===== src/rtl/clk_div_pkg.sv =====
// clk_div_pkg: shared defaults for the multi-channel clock divider
package clk_div_pkg;
  localparam int CNT_W_DEF    = 32;
  localparam int DIV_INIT_DEF = 200_000;
  localparam int DIV_DISABLE  = 0;
endpackage


===== src/rtl/clk_div_chan.sv =====
// clk_div_chan: one divider channel with shadowed, glitch-free divisor updates
module clk_div_chan
  import clk_div_pkg::*;
#(
  parameter int             CNT_W    = CNT_W_DEF,
  parameter logic [CNT_W-1:0] DIV_INIT = CNT_W'(DIV_INIT_DEF)
) (
  input  logic             clk,
  input  logic             rst_n,
  input  logic             sync_clr,
  input  logic             wr_en,
  input  logic [CNT_W-1:0] wr_div,
  output logic             sq_out,
  output logic             tick,
  output logic             pending
);
  logic [CNT_W-1:0] cnt, d, shadow;
  logic disabled, terminal;
  assign disabled = d == CNT_W'(DIV_DISABLE);
  assign terminal = cnt == d - CNT_W'(1);
  // counter, divisor swap on terminal count, sync_clr phase alignment
  always_ff @(posedge clk or negedge rst_n)
    if (!rst_n) begin
      cnt     <= '0;
      d       <= DIV_INIT;
      shadow  <= DIV_INIT;
      pending <= 1'b0;
      sq_out  <= 1'b0;
      tick    <= 1'b0;
    end else if (sync_clr) begin
      cnt     <= '0;
      sq_out  <= 1'b0;
      tick    <= 1'b0;
      pending <= 1'b0;
      d       <= wr_en ? wr_div : pending ? shadow : d;
    end else if (disabled) begin
      cnt    <= '0;
      sq_out <= 1'b0;
      tick   <= 1'b0;
      if (wr_en) d <= wr_div;
    end else begin
      cnt     <= terminal ? '0 : cnt + CNT_W'(1);
      tick    <= terminal;
      sq_out  <= sq_out ^ terminal;
      d       <= terminal && pending ? shadow : d;
      pending <= wr_en | (pending & ~terminal);
      if (wr_en) shadow <= wr_div;
    end
endmodule


===== src/rtl/clk_div_multi.sv =====
// clk_div_multi: programmable multi-channel clock-enable / slow-clock generator
module clk_div_multi
  import clk_div_pkg::*;
#(
  parameter int CHANNELS = 4,
  parameter int CNT_W    = CNT_W_DEF,
  parameter int DIV_INIT = DIV_INIT_DEF,
  localparam int CH_W    = CHANNELS > 1 ? $clog2(CHANNELS) : 1
) (
  input  logic                clk,
  input  logic                rst_n,
  input  logic                sync_clr,
  input  logic                wr_en,
  input  logic [CH_W-1:0]     wr_ch,
  input  logic [CNT_W-1:0]    wr_div,
  output logic [CHANNELS-1:0] sq_out,
  output logic [CHANNELS-1:0] tick,
  output logic [CHANNELS-1:0] pending
);
  for (genvar c = 0; c < CHANNELS; c++) begin : g_ch
    logic wr_hit;
    assign wr_hit = wr_en && 32'(wr_ch) == c;
    clk_div_chan #(.CNT_W(CNT_W), .DIV_INIT(CNT_W'(DIV_INIT))) u_chan (
      .clk     (clk),
      .rst_n   (rst_n),
      .sync_clr(sync_clr),
      .wr_en   (wr_hit),
      .wr_div  (wr_div),
      .sq_out  (sq_out[c]),
      .tick    (tick[c]),
      .pending (pending[c])
    );
  end
endmodule


===== config.mk =====
export PLATFORM = sky130hd
export DESIGN_NAME = clk_div_multi
export DESIGN_NICKNAME = d
export VERILOG_FILES = /design/src/rtl/clk_div_pkg.sv /design/src/rtl/clk_div_chan.sv /design/src/rtl/clk_div_multi.sv
export SDC_FILE = /design/constraint.sdc
export NUM_CORES = 1
export LEC_CHECK = 0
export ABC_AREA = 1
export BUFFER_PORTS_ARGS = -buffer_cell sky130_fd_sc_hd__buf_4
export CORE_ASPECT_RATIO = 0.6
export CORE_MARGIN = 2
export CORE_UTILIZATION = 64
export CTS_CLUSTER_DIAMETER = 200
export DETAILED_ROUTE_END_ITERATION = 10
export PLACE_DENSITY = 0.79
export REMOVE_ABC_BUFFERS = 1
export SYNTH_ARGS = -nofsm -noshare
export SYNTH_HDL_FRONTEND = slang
export SYNTH_SLANG_ARGS = --single-unit

===== constraint.sdc =====
create_clock -name clk -period 2.94 [get_ports clk]
set_input_delay 0 -clock clk [delete_from_list [all_inputs] [get_ports clk]]
set_output_delay 0 -clock clk [all_outputs]
set_load 0.05 [all_outputs]

==> results of run 1 <==
## registers in the layout, indices dropped and copies added, names as in the netlist
register	cells
g_ch.u_chan.cnt	128
g_ch.u_chan.tick	4
g_ch.u_chan.sq_out	4
g_ch.u_chan.d	128
g_ch.u_chan.shadow	128
g_ch.u_chan.pending	4
## through the flow
| stage | area [um2] | setup WS (ns) | power [mW] | setup TNS, ns | hold WS [ns] |
|---|---|---|---|---|---|
| 3_3_place_gp | 26730 | 0.09459 | 15.65 | 0 | 0.07718 |
| 6_report | 28800 | 0.1142 | 21.73 | 0 | 0.07746 |
| 4_1_cts | 28350 | -0.005780 | 21.04 | -0.01368 | 0.05838 |
| 2_1_floorplan | 24900 | 0.04601 | 13.20 | 0 | -0.2956 |
| 3_5_place_dp | 26730 | 0.02588 | 15.89 | 0 | 0.08560 |
| 5_1_grt | 28800 | -0.05747 | 23.04 | -0.5861 | 0.1028 |
## how the worst min path moves through the flow
stage | startpoint | to | slack [ns] | cells after the start
after floorplan | rst_n | g_ch[0].u_chan.cnt[0] | -0.30 | 0
after global placement | rst_n | g_ch[0].u_chan.cnt[12] | 0.08 | 1
after detailed placement | rst_n | g_ch[0].u_chan.cnt[14] | 0.09 | 1
after CTS | wr_en | g_ch[3].u_chan.shadow[24] | 0.06 | 5
after global routing | wr_en | g_ch[1].u_chan.pending | 0.10 | 6
final | rst_n | g_ch[0].u_chan.cnt[17] | 0.08 | 2
## cells in the mapped netlist, drive strengths merged
library cell,n
nor4,23
nand2b,1
and3,3
clkinv,2
nand3,315
a22oi,1
and2,2
a22o,2
inv,333
o21a,1
nand2,1064
nand3b,26
o211ai,2
a31oi,5
xor2,165
a21boi,1
ha,12
o31ai,1
or2,19
buf,72
dfstp,48
mux2,96
a21oi,16
nor2,535
a21o,2
o21bai,13
xnor2,55
nor3b,2
o22ai,3
o21ai,206
nor3,77
nand4,58
o2bb2ai,1
dfrtp,348
xnor3,1
clkbuf,48
## cell usage in the layout (no fill, tap or decap), types with 36 or more instances in the layout
cell           Yosys  layout
xor2_1           165     165
nor2_1           507     493
nor3_1            70      70
clkbuf_16          0      44
nand2_1         1040    1025
buf_4             26     118
o21ai_0          192     191
dfrtp_1          348     348
mux2_2            96      96
nand3_1          314     311
nand4_1           58      58
dlygate4sd3_1      0      36
dfstp_2           48      48
xnor2_1           55      55
inv_1            328     321
## timing repair
action / 4_1_cts / 5_1_grt
pin swaps: 0 / 14
endpoints found under the setup margin: 4 / 233
hold buffers: 36 / 0
cloned: 0 / 7
endpoints found under the hold margin: 295 / 0
gates resized for setup: 1 / 59
buffers inserted: 0 / 14
## final cells by class
class,instances,area (um2)
clock inverters,15,112.6
clock buffers,57,1146
fillers,3139,10440
flip-flops and latches,396,9970
inverters,335,1257
repair buffers,178,1727
well taps,522,653.1
multi-input cells,2712,13930
## layer usage
layer,GRT usage [%],vias to the layer above,part of all wire (%)
met4,5.881,0,1.4
met1,58.44,11801,44
met3,12.68,95,14
met5,0.1208,-,0
li1,-,11568,-
met2,51.70,1325,40
## cell families (layout without fill, tap and decap cells)
logic type | Yosys count | count (layout) | synth area share (%)
AND/OR/NAND/NOR | 2125 | 2129 | 35.69
buffers and inverters | 455 | 585 | 7.532
flip-flops | 396 | 396 | 39.00
AO/OA/AOI/OAI | 254 | 254 | 5.339
XOR/XNOR | 221 | 221 | 7.625
multiplexers | 96 | 96 | 4.228
adder cells (fa/ha/maj) | 12 | 12 | 0.5873
## where the power goes
| group | leakage, nW | switching (mW) | internal (mW) |
|---|---|---|---|
| clock network | 0.622 | 2.29 | 2.82 |
| registers | 5.13 | 1.02 | 6.46 |
| logic | 8.17 | 5.95 | 3.19 |
==> results_dict.tcl, run 1 <==
set metrics [dict create \
    status "complete, no violations" \
    final_cells 4215 \
    cp_cell_sequence "nor2_1, nand2_1, nor2_1, nand3_1, nor2_1, nand2_1, nand2_1, nand2_1, nor2_1, nand3_1, nor2_1, nand3_1, nand2_4, clkbuf_16, nand3_1, nand2_1" \
    r2r-start "g_ch[3].u_chan.d[15]" \
    cp_slowest_stage_delay_ns 0.43 \
    yosys.cell_types.count 52 \
    critPathTopFamily "simple AND/OR/NAND/NOR gates" \
    maxCapViolCount 0 \
    arrival_ns 3.31 \
    num_rows 56 \
    setup.worst_path.start "g_ch[3].u_chan.d[15]" \
    slowest_stage "dfrtp_1" \
    worst_clock_skew_ns 0.01553 \
    vias 24789 \
    grt_usage_pct 37.78 \
    routedWlPerCell_um 19.09 \
    r2r-end "g_ch[3].u_chan.d[26]" \
    cts-buffers-inserted 40 \
    dieArea_mm2 0.04161 \
    insertion_delay_ns 0.56 \
    critPathKind "flop to flop" \
    pin_count 50 \
    cts_root_buf "clkbuf_16" \
    rr_worst_depth 16 \
    crit_required_ns 3.43 \
    path_depth 16 \
    syn_inst 3559 \
    grt_start_max_net_pins 96 \
    worst_pin_slew_ns 0.7952 \
    grt-ovfl-total 0 \
    peakVddDrop_mv 0.6690 \
    initial_core_util_pct 65.16 \
    ys_seq_elements 396 \
    core_area_mm2 0.03924 \
    synthesis.area_mm2 0.02557 \
    nNetsFinal 3713 \
    cts_sinks 396 \
    insertedDiodeCount 0 \
    netlist.area_leader.share_pct 34.06 \
    grt_pass1_wl_mm 123.8 \
    crit_fanout 20 \
    setup_violations 0 \
    finish.utilization_pct 73.40 \
    start_kind "flop" \
    clk_path_buf_depth 3 \
    hold_violations 0 \
    final_antenna_net_count 0 \
    cts_max_level 2 \
    grt_pass1_vias 22736 \
    seq_area_frac_synth_pct 39.00 \
    vias_per_cell 5.881 \
    place_congestion 0.9981 \
    final_max_slew_viol_count 0 \
    drt_iter0_drc 2971 \
    endpoint "g_ch[3].u_chan.d[26]" \
    syn-mean-instance-area_um2 7.183 \
    io_buffers 49 \
    drtPass1Iterations 8 \
    cellPowerDensity_mw_per_mm2 754.6 \
    die_y_um 158.8 \
    yosys-top-cells-area "dfrtp_1 (34%), nand2_1 (15%), nor2_1 (7.4%), nand3_1 (6.1%), xor2_1 (5.7%)" \
    timing.fmax_ghz 0.3539 \
    cts_tree "yes" \
    clkTransAtPathRegs_ns 0.07 \
    period_minus_slack_ns 2.826 \
    min_path_type "primary input to async pin" \
    wl_mm 80.47 \
    fin_crit_sh_pct 96.12 \
    p_leak_nw 13.92 \
    die_w_um 262.0 \
    crit_buf_inv 1 \
    dp.cells 4086 \
    relSlewSlack_pct 46.99 \
    drive_above_1_share_pct 13.24 \
    grt_antenna_before_repair 0 \
    yosys.area.top_type "dfrtp_1" \
    worst-r2r-setup-slack_ns 0.11 \
    post-route-drc-count 0 \
    dp_hpwl_mm 59.89 \
    endpoint_kind "flop" \
    syn_to_final_growth_pct 12.65 \
    yosysWarnings 0 \
]
No activity file was read; power rests on OpenSTA's default activity.
==> run 2, diff against run 1 <==
--- a/config.mk
+++ b/config.mk
@@ -9,10 +9,10 @@
 export BUFFER_PORTS_ARGS = -buffer_cell sky130_fd_sc_hd__buf_4
 export CORE_ASPECT_RATIO = 0.6
 export CORE_MARGIN = 2
-export CORE_UTILIZATION = 64
+export CORE_UTILIZATION = 53
 export CTS_CLUSTER_DIAMETER = 200
 export DETAILED_ROUTE_END_ITERATION = 10
-export PLACE_DENSITY = 0.79
+export PLACE_DENSITY = 0.67
 export REMOVE_ABC_BUFFERS = 1
 export SYNTH_ARGS = -nofsm -noshare
 export SYNTH_HDL_FRONTEND = slang
==> run 2 against run 1 <==
Effect of this change: non-clock buffer count grew 20; worst setup slack got worse by 0.0024 ns; clock power is 9.8% higher; combinational power decreased by 0.9%; routed wire length grew 1.7%; sequential cell count stayed put; via count is 2.4% lower; sequential share of layout area fell by 0.62 points; count of clock-buffer cells in the layout rose by 3; cell count up 3.4%; critical path depth is 1 lower; critical path type unchanged.
==> results_dict.tcl, run 2 (synthesized netlist as in run 1, its figures left out) <==
set metrics [dict create \
    grt_usage_pct 32.15 \
    power_frac_seq_pct 33.7 \
    critPathTopFamily "simple AND/OR/NAND/NOR gates" \
    routedWlPerCell_um 18.78 \
    slowest_stage "dfrtp_1" \
    setup_violations 0 \
    final_max_slew_viol_count 0 \
    min_path_type "primary input to flop" \
    vias_per_cell 5.552 \
    finish.utilization_pct 61.49 \
    endpoint_kind "flop" \
    grt_antenna_before_repair 0 \
    nNetsFinal 3734 \
    cts-buffers-inserted 42 \
    path_depth 15 \
    cp_slowest_stage_delay_ns 0.45 \
    p_int_mw 12.91 \
    timing.fmax_ghz 0.3536 \
    pin_count 50 \
    status "complete, no violations" \
    maxCapViolCount 0 \
    cp_cell_sequence "nor2_1, nand2_1, nor2_1, nand2_1, nor2_1, xor2_1, inv_1, nand2_1, nand4_1, nor2_2, nand2_2, nand2_8, buf_12, nand3_1, nand2_1" \
    grt_pass1_vias 22192 \
    grt_pass1_wl_mm 126.6 \
    clock_power_share_pct 25.3 \
    reg_top3 "g_ch.u_chan.cnt x128, g_ch.u_chan.d x128, g_ch.u_chan.shadow x128" \
    die_y_um 174.1 \
    relSlewSlack_pct 37.56 \
    period_minus_slack_ns 2.828 \
    die_w_um 287.5 \
    clkTransAtPathRegs_ns 0.07 \
    layout_commonest_cell "nand2_1" \
    dp.cells 4229 \
    grt-ovfl-total 0 \
    wl_mm 81.82 \
    whs_ns 0.06096 \
    grt_start_max_net_pins 105 \
    cts_max_level 2 \
    crit_top_cell "nand2_1" \
    arrival_ns 3.33 \
    power_frac_comb_pct 41.0 \
    p_sw_share_pct 41.64 \
    worst_clock_skew_ns 0.02209 \
    start_kind "flop" \
    worst-r2r-setup-slack_ns 0.11 \
    core_area_mm2 0.04771 \
    drt_iter0_drc 2542 \
    final_antenna_net_count 0 \
    syn_to_final_growth_pct 14.75 \
    drtPass1Iterations 8 \
    crit_buf_inv 2 \
    place_congestion 0.9841 \
    post-route-drc-count 0 \
    cellPowerDensity_mw_per_mm2 754.3 \
    setup.worst_path.start "g_ch[2].u_chan.d[22]" \
    io_buffers 49 \
    fin_crit_sh_pct 96.20 \
    layout_common_cells "nand2_1 (1,028), nor2_1 (490), dfrtp_1 (346)" \
    final_cells 4357 \
    rr_worst_depth 15 \
    initial_core_util_pct 53.59 \
    endpoint "g_ch[2].u_chan.d[6]" \
    insertedDiodeCount 0 \
    insertion_delay_ns 0.56 \
    num_rows 62 \
    clk_path_buf_depth 3 \
    worst_pin_slew_ns 0.9366 \
    peakVddDrop_mv 0.5280 \
    r2r-end "g_ch[2].u_chan.d[6]" \
    crit_fanout 8 \
    r2r-start "g_ch[2].u_chan.d[22]" \
    hold_violations 0 \
    p_leak_nw 14.11 \
    critPathKind "flop to flop" \
    cts_root_buf "clkbuf_16" \
    p_sw_mw 9.214 \
    dp_hpwl_mm 62.39 \
    cts_tree "yes" \
    p_total_mw 22.13 \
    drive_above_1_share_pct 13.88 \
    cts_sinks 396 \
    crit_required_ns 3.44 \
    dieArea_mm2 0.05007 \
    vias 24189 \
]
## run 2: power groups by stage
| stage | clock network (mW) | registers [mW] | logic [mW] |
|---|---|---|---|
| 2_1_floorplan | 0 | 7.22 | 5.99 |
| 3_3_place_gp | 0 | 7.49 | 8.38 |
| 3_5_place_dp | 0 | 7.50 | 8.49 |
| 4_1_cts | 5.69 | 7.42 | 8.58 |
| 5_1_grt | 5.92 | 7.58 | 10.1 |
| 6_report | 5.60 | 7.46 | 9.07 |
## run 2: what timing repair did
action                                  in CTS  in global routing
resized for setup                            1                 59
endpoints found under the setup margin      21                191
gates cloned                                 0                  8
setup buffers                                0                  9
endpoints found under the hold margin      298                  0
pin swaps                                    0                 13
hold buffers                                34                  0
## run 2: area by class of cell
cell class                      count  area (um2)
Clock buffer                       60        1220
Timing Repair Buffer              198        1928
Multi-Input combinational cell   2711       13960
Tap cell                          640       800.8
Fill cell                        4387       18370
Clock inverter                     17       200.2
Inverter                          335        1257
Sequential cell                   396        9972
## run 2: metrics by stage
step	setup WS (ns)	instance area (um2)	setup TNS (ns)
floorplan	0.04601	24900	0
detailed placement	-0.008392	27120	-0.008392
finish	0.1118	29340	0
CTS	0.06270	28890	0
global route	-0.05030	29340	-0.4566
global placement	0.05413	27120	0
## run 2: worst min path at each step
stage | start | to | slack, ns | depth (start not counted)
after global placement | rst_n | g_ch[0].u_chan.cnt[15] | 0.13 | 1
after floorplan | rst_n | g_ch[0].u_chan.cnt[0] | -0.30 | 0
final | wr_ch[0] | g_ch[2].u_chan.pending | 0.06 | 5
after global routing | wr_ch[0] | g_ch[2].u_chan.pending | 0.12 | 5
after detailed placement | rst_n | g_ch[0].u_chan.cnt[15] | 0.15 | 1
after CTS | wr_ch[0] | g_ch[2].u_chan.pending | 0.06 | 5
## run 2: per-layer routing
metal | GRT usage [%] | vias to the layer above | wire, um
li1 | - | 11592 | -
met1 | 52.02 | 11545 | 40150
met2 | 42.04 | 965 | 31270
met3 | 9.278 | 87 | 9183
met4 | 5.078 | 0 | 1209
met5 | 0 | - | 0
## run 2: worst min-delay path, cell delays in order
cell	delay (ns)
buf_4	0.09
nor3_1	0.08
nand2_2	0.09
buf_12	0.22
nand2_1	0.08
